==> src/rtl/frame_sched_pkg.sv <==
// Shared definitions for the frame readout scheduler: FSM state encoding,
// statistics counter width and the elaboration-time watermark helpers.
package frame_sched_pkg;

  // Scheduler states; encodings are fixed so debug probes stay stable.
  typedef enum logic [1:0] {
    IDLE  = 2'd0,
    BURST = 2'd1,
    GAP   = 2'd2
  } sched_state_t;

  localparam int unsigned STAT_W = 16;

  // Throttle asserts this close below the full UPPER_BOUND-frame level.
  function automatic logic [31:0] throttle_set_level(input int unsigned frame_size,
                                                     input int unsigned upper_bound,
                                                     input int unsigned pre_trig);
    return frame_size * upper_bound - pre_trig;
  endfunction

  // Throttle releases once roughly one frame has been drained below the set level.
  function automatic logic [31:0] throttle_clr_level(input int unsigned frame_size,
                                                     input int unsigned upper_bound,
                                                     input int unsigned pre_trig);
    return frame_size * (upper_bound - 1) + pre_trig;
  endfunction

  // Starve asserts just above the LOWER_BOUND-frame level.
  function automatic logic [31:0] starve_set_level(input int unsigned frame_size,
                                                   input int unsigned lower_bound,
                                                   input int unsigned pre_trig);
    return frame_size * lower_bound + pre_trig;
  endfunction

  // Starve releases once roughly one more frame has accumulated.
  function automatic logic [31:0] starve_clr_level(input int unsigned frame_size,
                                                   input int unsigned lower_bound,
                                                   input int unsigned pre_trig);
    return frame_size * (lower_bound + 1) - pre_trig;
  endfunction

  // Word counter width: ceil(log2(frame_size)), never narrower than one bit.
  function automatic int unsigned word_cnt_width(input int unsigned frame_size);
    return (frame_size > 1) ? $clog2(frame_size) : 1;
  endfunction

endpackage

==> src/rtl/hyst_flag.sv <==
// Registered flag with hysteresis: set and clear conditions come from
// separate watermarks so the flag does not chatter around one threshold.
module hyst_flag (
  input  logic clk,
  input  logic reset,
  input  logic set_cond,
  input  logic clr_cond,
  output logic flag
);

  // Set wins over clear; the watermark checks in the parent keep them disjoint.
  always_ff @(posedge clk) begin
    // NOTE: non-blocking assignments for every flop, so all registers sample
    // pre-edge values regardless of the order blocks are evaluated in.
    if (reset) begin
      flag <= 1'b0;
    end else if (set_cond) begin
      flag <= 1'b1;
    end else if (clr_cond) begin
      flag <= 1'b0;
    end
  end

endmodule

==> src/rtl/frame_readout_sched.sv <==
// Frame readout scheduler: drains whole frames from a FIFO to a sink, one
// FRAME_SIZE-word burst at a time with a fixed inter-frame gap, and raises
// hysteretic throttle/starve flags from the FIFO fill level.
//
// Optional feature: define FRAME_SCHED_STATS_EN to build the saturating
// frames_sent_o / throttle_hits_o counters. Without it both ports read 0 and
// no counter logic exists.
module frame_readout_sched
  import frame_sched_pkg::*;
#(
  parameter int unsigned FRAME_SIZE  = 1280,
  parameter int unsigned UPPER_BOUND = 10,
  parameter int unsigned LOWER_BOUND = 2,
  parameter int unsigned PRE_TRIG    = 1,
  parameter int unsigned COUNT_W     = 21
) (
  input  logic               clk,
  input  logic               reset,
  input  logic               fifo_wr_en_i,
  input  logic [COUNT_W-1:0] fifo_rd_data_count_i,
  input  logic               sink_ready_i,
  output logic               fifo_rd_en_o,
  output logic               frame_start_o,
  output logic               frame_end_o,
  output logic               wr_throttle_o,
  output logic               starve_o,
  output logic               busy_o,
  output logic [STAT_W-1:0]  frames_sent_o,
  output logic [STAT_W-1:0]  throttle_hits_o
);

  localparam int unsigned WCNT_W = word_cnt_width(FRAME_SIZE);

  // Watermarks are fixed at elaboration in 32-bit arithmetic.
  localparam logic [31:0] FRAME_WORDS = 32'(FRAME_SIZE);
  localparam logic [31:0] THR_SET = throttle_set_level(FRAME_SIZE, UPPER_BOUND, PRE_TRIG);
  localparam logic [31:0] THR_CLR = throttle_clr_level(FRAME_SIZE, UPPER_BOUND, PRE_TRIG);
  localparam logic [31:0] STV_SET = starve_set_level(FRAME_SIZE, LOWER_BOUND, PRE_TRIG);
  localparam logic [31:0] STV_CLR = starve_clr_level(FRAME_SIZE, LOWER_BOUND, PRE_TRIG);

  localparam logic [WCNT_W-1:0] LAST_WORD = WCNT_W'(FRAME_SIZE - 1);
  localparam logic [STAT_W-1:0] STAT_MAX  = '1;

  // Reject configurations whose watermarks cannot be represented or overlap.
  if (COUNT_W < 1 || COUNT_W > 32) begin : g_bad_count_w
    $error("frame_readout_sched: COUNT_W must be in 1..32");
  end
  if (64'(FRAME_SIZE) * 64'(UPPER_BOUND) >= (64'd1 << COUNT_W)) begin : g_bad_upper
    $error("frame_readout_sched: FRAME_SIZE*UPPER_BOUND must be below 2**COUNT_W");
  end
  if (LOWER_BOUND + 1 >= UPPER_BOUND) begin : g_bad_bounds
    $error("frame_readout_sched: LOWER_BOUND+1 must be below UPPER_BOUND");
  end

  sched_state_t      state;
  logic [WCNT_W-1:0] word_cnt;
  logic [31:0]       count_ext;
  logic              count_nonzero;
  logic              frame_avail;
  logic              last_word;
  logic              thr_set_cond;
  logic              thr_clr_cond;
  logic              stv_set_cond;
  logic              stv_clr_cond;

  // The scheduler only looks at the sampled count; concurrent writes merely
  // show up in a later count value and never change the burst sequencing.
  assign count_ext     = 32'(fifo_rd_data_count_i);
  assign count_nonzero = (fifo_rd_data_count_i != '0);
  assign frame_avail   = (count_ext >= FRAME_WORDS);
  assign last_word     = (word_cnt == LAST_WORD);

  // Reads are combinational so a sink stall takes effect in the same cycle;
  // an empty FIFO or an active reset suppresses the read.
  assign fifo_rd_en_o  = !reset && (state == BURST) && sink_ready_i && count_nonzero;
  assign frame_start_o = fifo_rd_en_o && (word_cnt == '0);
  assign frame_end_o   = fifo_rd_en_o && last_word;

  // Burst sequencer: IDLE waits for a whole frame, BURST counts reads, GAP
  // inserts the one dead cycle that gives a two-cycle inter-frame spacing.
  always_ff @(posedge clk) begin
    // NOTE: reset is synchronous, so it lives inside the clocked branch and
    // is not in the sensitivity list.
    if (reset) begin
      state    <= IDLE;
      word_cnt <= '0;
      busy_o   <= 1'b0;
    end else begin
      unique case (state)
        IDLE: begin
          if (frame_avail && sink_ready_i) begin
            state  <= BURST;
            busy_o <= 1'b1;
          end
        end
        BURST: begin
          if (fifo_rd_en_o) begin
            if (last_word) begin
              word_cnt <= '0;
              state    <= GAP;
              busy_o   <= 1'b0;
            end else begin
              word_cnt <= word_cnt + WCNT_W'(1);
            end
          end
        end
        GAP: begin
          state <= IDLE;
        end
        default: begin
          state    <= IDLE;
          word_cnt <= '0;
          busy_o   <= 1'b0;
        end
      endcase
    end
  end

  assign thr_set_cond = (count_ext >= THR_SET);
  assign thr_clr_cond = (count_ext <= THR_CLR);
  assign stv_set_cond = (count_ext <= STV_SET);
  assign stv_clr_cond = (count_ext >= STV_CLR);

  hyst_flag u_throttle (
    .clk      (clk),
    .reset    (reset),
    .set_cond (thr_set_cond),
    .clr_cond (thr_clr_cond),
    .flag     (wr_throttle_o)
  );

  hyst_flag u_starve (
    .clk      (clk),
    .reset    (reset),
    .set_cond (stv_set_cond),
    .clr_cond (stv_clr_cond),
    .flag     (starve_o)
  );

`ifdef FRAME_SCHED_STATS_EN
  // Saturating statistics: completed frames and writes attempted while throttled.
  always_ff @(posedge clk) begin
    if (reset) begin
      frames_sent_o   <= '0;
      throttle_hits_o <= '0;
    end else begin
      if (frame_end_o && (frames_sent_o != STAT_MAX)) begin
        frames_sent_o <= frames_sent_o + STAT_W'(1);
      end
      if (fifo_wr_en_i && wr_throttle_o && (throttle_hits_o != STAT_MAX)) begin
        throttle_hits_o <= throttle_hits_o + STAT_W'(1);
      end
    end
  end
`else
  assign frames_sent_o   = '0;
  assign throttle_hits_o = '0;

  // The write enable only feeds the statistics, so it is intentionally unused here.
  logic unused_wr_en;
  assign unused_wr_en = fifo_wr_en_i;
`endif

endmodule

==> config.mk <==
export PLATFORM = sky130hd
export DESIGN_NAME = frame_readout_sched
export DESIGN_NICKNAME = d
export VERILOG_FILES = /design/src/rtl/frame_sched_pkg.sv /design/src/rtl/hyst_flag.sv /design/src/rtl/frame_readout_sched.sv
export SDC_FILE = /design/constraint.sdc
export NUM_CORES = 1
export LEC_CHECK = 0
export BUFFER_PORTS_ARGS = -buffer_cell sky130_fd_sc_hd__buf_2
export CAP_MARGIN = 20
export CELL_PAD_IN_SITES_DETAIL_PLACEMENT = 0
export CELL_PAD_IN_SITES_GLOBAL_PLACEMENT = 1
export CORE_MARGIN = 1
export CORE_UTILIZATION = 33
export CTS_BUF_LIST = sky130_fd_sc_hd__clkbuf_2 sky130_fd_sc_hd__clkbuf_4 sky130_fd_sc_hd__clkbuf_8
export DETAILED_ROUTE_END_ITERATION = 12
export GPL_TIMING_DRIVEN = 0
export PLACE_DENSITY = 0.88
export SETUP_SLACK_MARGIN = 0.2
export SYNTH_ARGS = -nofsm -noshare
export SYNTH_HDL_FRONTEND = slang
export SYNTH_HIERARCHICAL = 1
export SYNTH_SLANG_ARGS = --single-unit
export TNS_END_PERCENT = 5
==> constraint.sdc <==
create_clock -name clk -period 2.24 [get_ports clk]
set_input_delay 0.224 -clock clk [delete_from_list [all_inputs] [get_ports clk]]
set_output_delay 0.224 -clock clk [all_outputs]
set_load 0.01 [all_outputs]
# Yosys cells after proc, flatten, opt, wreduce, memory -nomap -nowiden
# Cells that the tools add are included.
# totals
regBits	16
input_bits	25
output_inout_bits	38
elab_cells	50
# classes
addsub	1
magnitude_cmp	5
n_eq_ne	6
muxes	15
bitwise	2
n_reduce_logical	16
# ops
cell	n
$mux W11	2
$pmux W11 S2	1
$ge A21 B11 Y1 const B	1
$ge A21 B12 Y1 const B	1
$ge A21 B14 Y1 const B	1
$le A21 B12 Y1 const B	1
$le A21 B14 Y1 const B	1
$reduce_bool A21 Y1	1
$add A11 B1 Y11 const B	1
$eq A11 B11 Y1 const B	1
$logic_not A11 Y1	1
$mux W1	7
$logic_and A1 B1 Y1	6
$mux W2	3
$ne A2 B2 Y1 const B	3
$pmux W2 S2	1
$reduce_and A4 Y1	1
$reduce_bool A2 Y1	2
$pmux W1 S3	1
$reduce_and A3 Y1	1
$eq A2 B1 Y1 const B	1
$eq A2 B2 Y1 const B	1
$logic_not A2 Y1	1
$not A1 Y1	2
other kinds (3)	3

# Logic depth before layout (Yosys ltp)
# logic_depth
depth_word	6
ltp_mapped	7
ltp_nobuf	7

# Modules after synthesis
# The synthesis kept the hierarchy.
# by_module_without_submodules
mod	instances	cells_each	area_per_inst_um2	seq_area_each_um2
frame_readout_sched	1	181	1325.0	280.3
hyst_flag	2	4	38.8	20.0

# Least setup slack after synthesis
# No wires, ideal clock.
# synth_timing
path_kind	input to register
start	in fifo_rd_data_count_i[16]
end	reg u_starve.flag
setup_ns	0.113
t_arrival_ns	1.602
required_ns	2.127
slack_ns	0.525
path_stages	6
path_buffers	0
path_cell_list	or4_1 -> nor4_1 -> a21oi_1 -> o41ai_1 -> nand2b_1 -> a21oi_2
# synth_via
elab_chain_len	2
word_cells_on_any_way	4
cone_classes	2 x order compare; 1 x mux; 1 x reduce/logical
# synth_lines
element	line_no	source
start, declared	frame_readout_sched.sv:20	input logic [COUNT_W-1:0] fifo_rd_data_count_i,
$ge A21 B12 Y1	frame_readout_sched.sv:122	assign stv_clr_cond = (count_ext >= STV_CLR);
net stv_clr_cond	frame_readout_sched.sv:64	logic stv_clr_cond;
$reduce_bool A2 Y1 (no source line)	--	
end signal, assigned	hyst_flag.sv:16	flag <= 1'b0;
end signal, assigned	hyst_flag.sv:18	flag <= 1'b1;
end signal, assigned	hyst_flag.sv:20	flag <= 1'b0;
end, declared	hyst_flag.sv:8	output logic flag
# The timed path passes the listed nets, and every way through them passes these cells.
# A chain may end at the register's enable or synchronous reset.

# Final worst setup path
# layout_timing
start	reg word_cnt[0]
end	out frame_end_o
# layout_via
elab_chain_len	2
# layout_lines
element	line_no	source
start, declared	frame_readout_sched.sv:56	logic [WCNT_W-1:0] word_cnt;
start signal, assigned	frame_readout_sched.sv:103	word_cnt <= word_cnt + WCNT_W'(1);
$eq A11 B11 Y1	frame_readout_sched.sv:71	assign last_word = (word_cnt == LAST_WORD);
$logic_and A1 B1 Y1	frame_readout_sched.sv:77	assign frame_end_o = fifo_rd_en_o && last_word;
end, declared	frame_readout_sched.sv:24	output logic frame_end_o,
# Every way passes these cells.

==> run summary <==
Core Util, Final - 44.84%
Busiest metal layer after global routing - met2
Worst-Skew Late Latency - 250 ps
Final wirelength - 3068 um
Min cycle time layout - 1964 ps
Crit-path cells - ha_2 -> nand4_1 -> nor3b_4 -> and3_1 -> buf_2
Pleak - 0.8469 nW
Iteration count of the initial detailed-routing pass - 4
Endpoints failing setup - 0
WP data required - 2020 ps
Vert. Die Dim - 67.20 um
Delay-heaviest family, CP - simple AND/OR/NAND/NOR gates
Clock skew - 5.053 ps
Ys Warns - 6
Final max-slew violation count - 0
CP Launch Type - register
Synth area leaders - dfxtp_1 23%, buf_4 17%, mux2i_1 4.3%, nor2_1 4.0%, nor3_1 3.9%
I/O pin count - 63
Critical path arrival - 1740 ps
Hold_ws - 171.7 ps
Register-to-Register Path Depth - 6
DR WL/cell - 10.06 um
Cell area power density - 366.9 nW/um2
Main synth FF type - dfxtp_1
Core Region - 4029 um2
Reg2reg end - busy_o$_SDFFE_PP0P_
Num rows - 23
Post-synth top area cell - dfxtp_1
Period utilization - 87.69%
Gr ovfl total - 0
Final worst slack - 275.7 ps
CTS hold repair buffers - 0
Clock root buffer - clkbuf_8
Mean Syn Cell Area - 7.421 um2
Net Switching - 0.1804 mW
RSZ-0062 raised after global routing - yes
Crit Path Max Fanout - 6
Die Outline Area - 4515 um2
Critical path endpoint - frame_end_o
Async SR Flop Fraction - 0%
MaxCap Viol Count - 0
Max rail drop VDD - 0.2228 mV
Num CTS Buffers - 3
Vias per cell - 4.639
Reg2reg start - word_cnt[0]$_SDFFE_PP0P_
Buffers and inverters on the worst path - 1
Detailed-route via count - 1415
Diode count - 0
Detailed Place HPWL - 2416 um
Final Hold Viols - 0
TritonCTS clock tree - built
Nets@finish - 284
Initial DRC count - 72
Clock Path Buffers - 2
GR Util met1 - 17.90%
Hold path cells - 2
All-Layer GR Usage - 14.38%
WS Path Type - register to output port
HP Class - input port to register
Design area - 1807 um2
Setup tns final - 0 ps
Instance count on the critical path - 5
Synth-to-layout area growth - 28.81%
Synth Instances - 189
Clock Sink Count - 16
Slew @ Worst Pin - 645.2 ps
Clock power frac - 32.3%
Worst-path clk slew - 60 ps
R2r setup slk - 320 ps
CP max-delay cell - dfxtp_1
Global-route met3 utilization - 3.716%
Residual DRC - 0
EDFF count, synth - 0
Initial core utilization - 34.81%
Final GP Congestion - 0.8179
First-pass GRT wire length - 5043 um
Met2 usage - 24.00%
Yosys top cell area share - 22.84%
Placed instance area - 1722 um2
Comb pwr share - 23.2%
Largest net degree at the start of global routing - 11
Count of cell types in the netlist - 42
H-tree lvl count - 1
DRT antenna net count - 0
Share of post-route cells with drive strength above 1 - 30.98%
Sw Ratio - 27.21%
Seq/Total Area, Yosys - 22.84%
Initial antenna violation count - 0
Max stage delay on crit path - 420 ps
Launch point of the worst path - word_cnt[0]$_SDFFE_PP0P_
Mapped Area - 1403 um2
Outcome - finished, final reports clean
IO buf count - 28
Max_slew headroom - 56.99%
Pre-CTS WS - 149.3 ps
Fmax achieved - 509.1 MHz
Vias in the first global route - 1212
Sequential fraction of design power - 44.6%
Internal - 0.4825 mW
CP endpoint kind - output port
Die X-Extent - 67.20 um
FF+latch count, synth - 16
[layout by cell type (no fill, tap or decap), drive strengths merged, types with 2 or more instances in the layout]
cell type / count
and3: 6
a22oi: 2
nor3: 12
nor2: 15
nand3: 9
a21oi: 8
conb: 32
nand2: 15
a31oi: 2
clkbuf: 6
nor4: 5
mux2i: 6
or4: 5
nand4: 5
inv: 9
ha: 2
dfxtp: 16
nand2b: 6
and4: 2
nor3b: 3
o21ai: 9
buf: 65
o41ai: 2
[flip-flops by register name, summed over array words and instances (netlist names)]
register         flops
busy_o               1
u_throttle/flag      1
state                2
u_starve/flag        1
word_cnt            11
[per-layer routing]
layer  wire [um]  vias to the layer above
li1            -                      751
met1        1376                      623
met2        1509                       39
met3         167                        2
met4          14                        0
met5           0                        -
[synth_stat cells, drive strengths merged, types with 3 or more instances]
library cell and n:
nor4 5, nand2 15, nand2b 6, nand3 9, o21ai 9, and3 6
clkbuf 3, mux2i 6, nor3 12, nor3b 3, a21oi 8, or4 5
nor2 15, inv 9, dfxtp 16, buf 33, nand4 5
[kinds of logic (layout without fill, tap and decap cells)]
group / count (synthesis) / in the layout / share of synthesized area [%]
AO/OA/AOI/OAI: 31 / 31 / 14.72
other: 1 / 32 / 0.2674
buffers and inverters: 45 / 80 / 20.70
multiplexers: 6 / 6 / 4.282
flip-flops: 16 / 16 / 22.84
adder cells (fa/ha/maj): 2 / 2 / 1.784
AND/OR/NAND/NOR: 88 / 88 / 35.42
[worst min-delay path by stage]
stage / from / endpoint / slack [ps]
finish: reset / u_throttle/flag$_SDFFE_PP0P_ / 170
global placement: reset / u_starve/flag$_SDFFE_PP0P_ / 430
detailed placement: reset / u_throttle/flag$_SDFFE_PP0P_ / 430
floorplan: reset / u_starve/flag$_SDFFE_PP0P_ / 290
global route: reset / u_throttle/flag$_SDFFE_PP0P_ / 170
CTS: reset / u_throttle/flag$_SDFFE_PP0P_ / 170
[power by group through the flow]
stage	logic [mW]	clock network (mW)	registers (mW)
3_3_place_gp	0.151	0	0.302
6_report	0.154	0.214	0.295
2_1_floorplan	0.108	0	0.302
3_5_place_dp	0.152	0	0.302
4_1_cts	0.152	0.223	0.296
5_1_grt	0.171	0.236	0.296
[area by class of cell]
type,instances,area (um2)
plain buffers,36,256.5
fillers,437,2222
flip-flops and latches,16,320.3
clock buffers,3,41.29
multi-input cells,159,922.1
inverters,9,33.78
well taps,50,62.56
repair buffers,32,170.2
[per-stage QoR]
stage	power [mW]	std cells
after detailed placement	0.4535	298
after global routing	0.7029	305
after global placement	0.4525	298
after floorplan	0.4099	220
final	0.6628	305
after CTS	0.6699	301
[timing repair]
| item | CTS | global route |
|---|---|---|
| buffers inserted | 0 | 4 |
| hold endpoints to repair | 0 | 0 |
| pin swaps | 1 | 1 |
| gates resized for setup | 2 | 1 |
| setup endpoints to repair | 6 | 3 |
No activity file was read; power rests on OpenSTA's default activity.
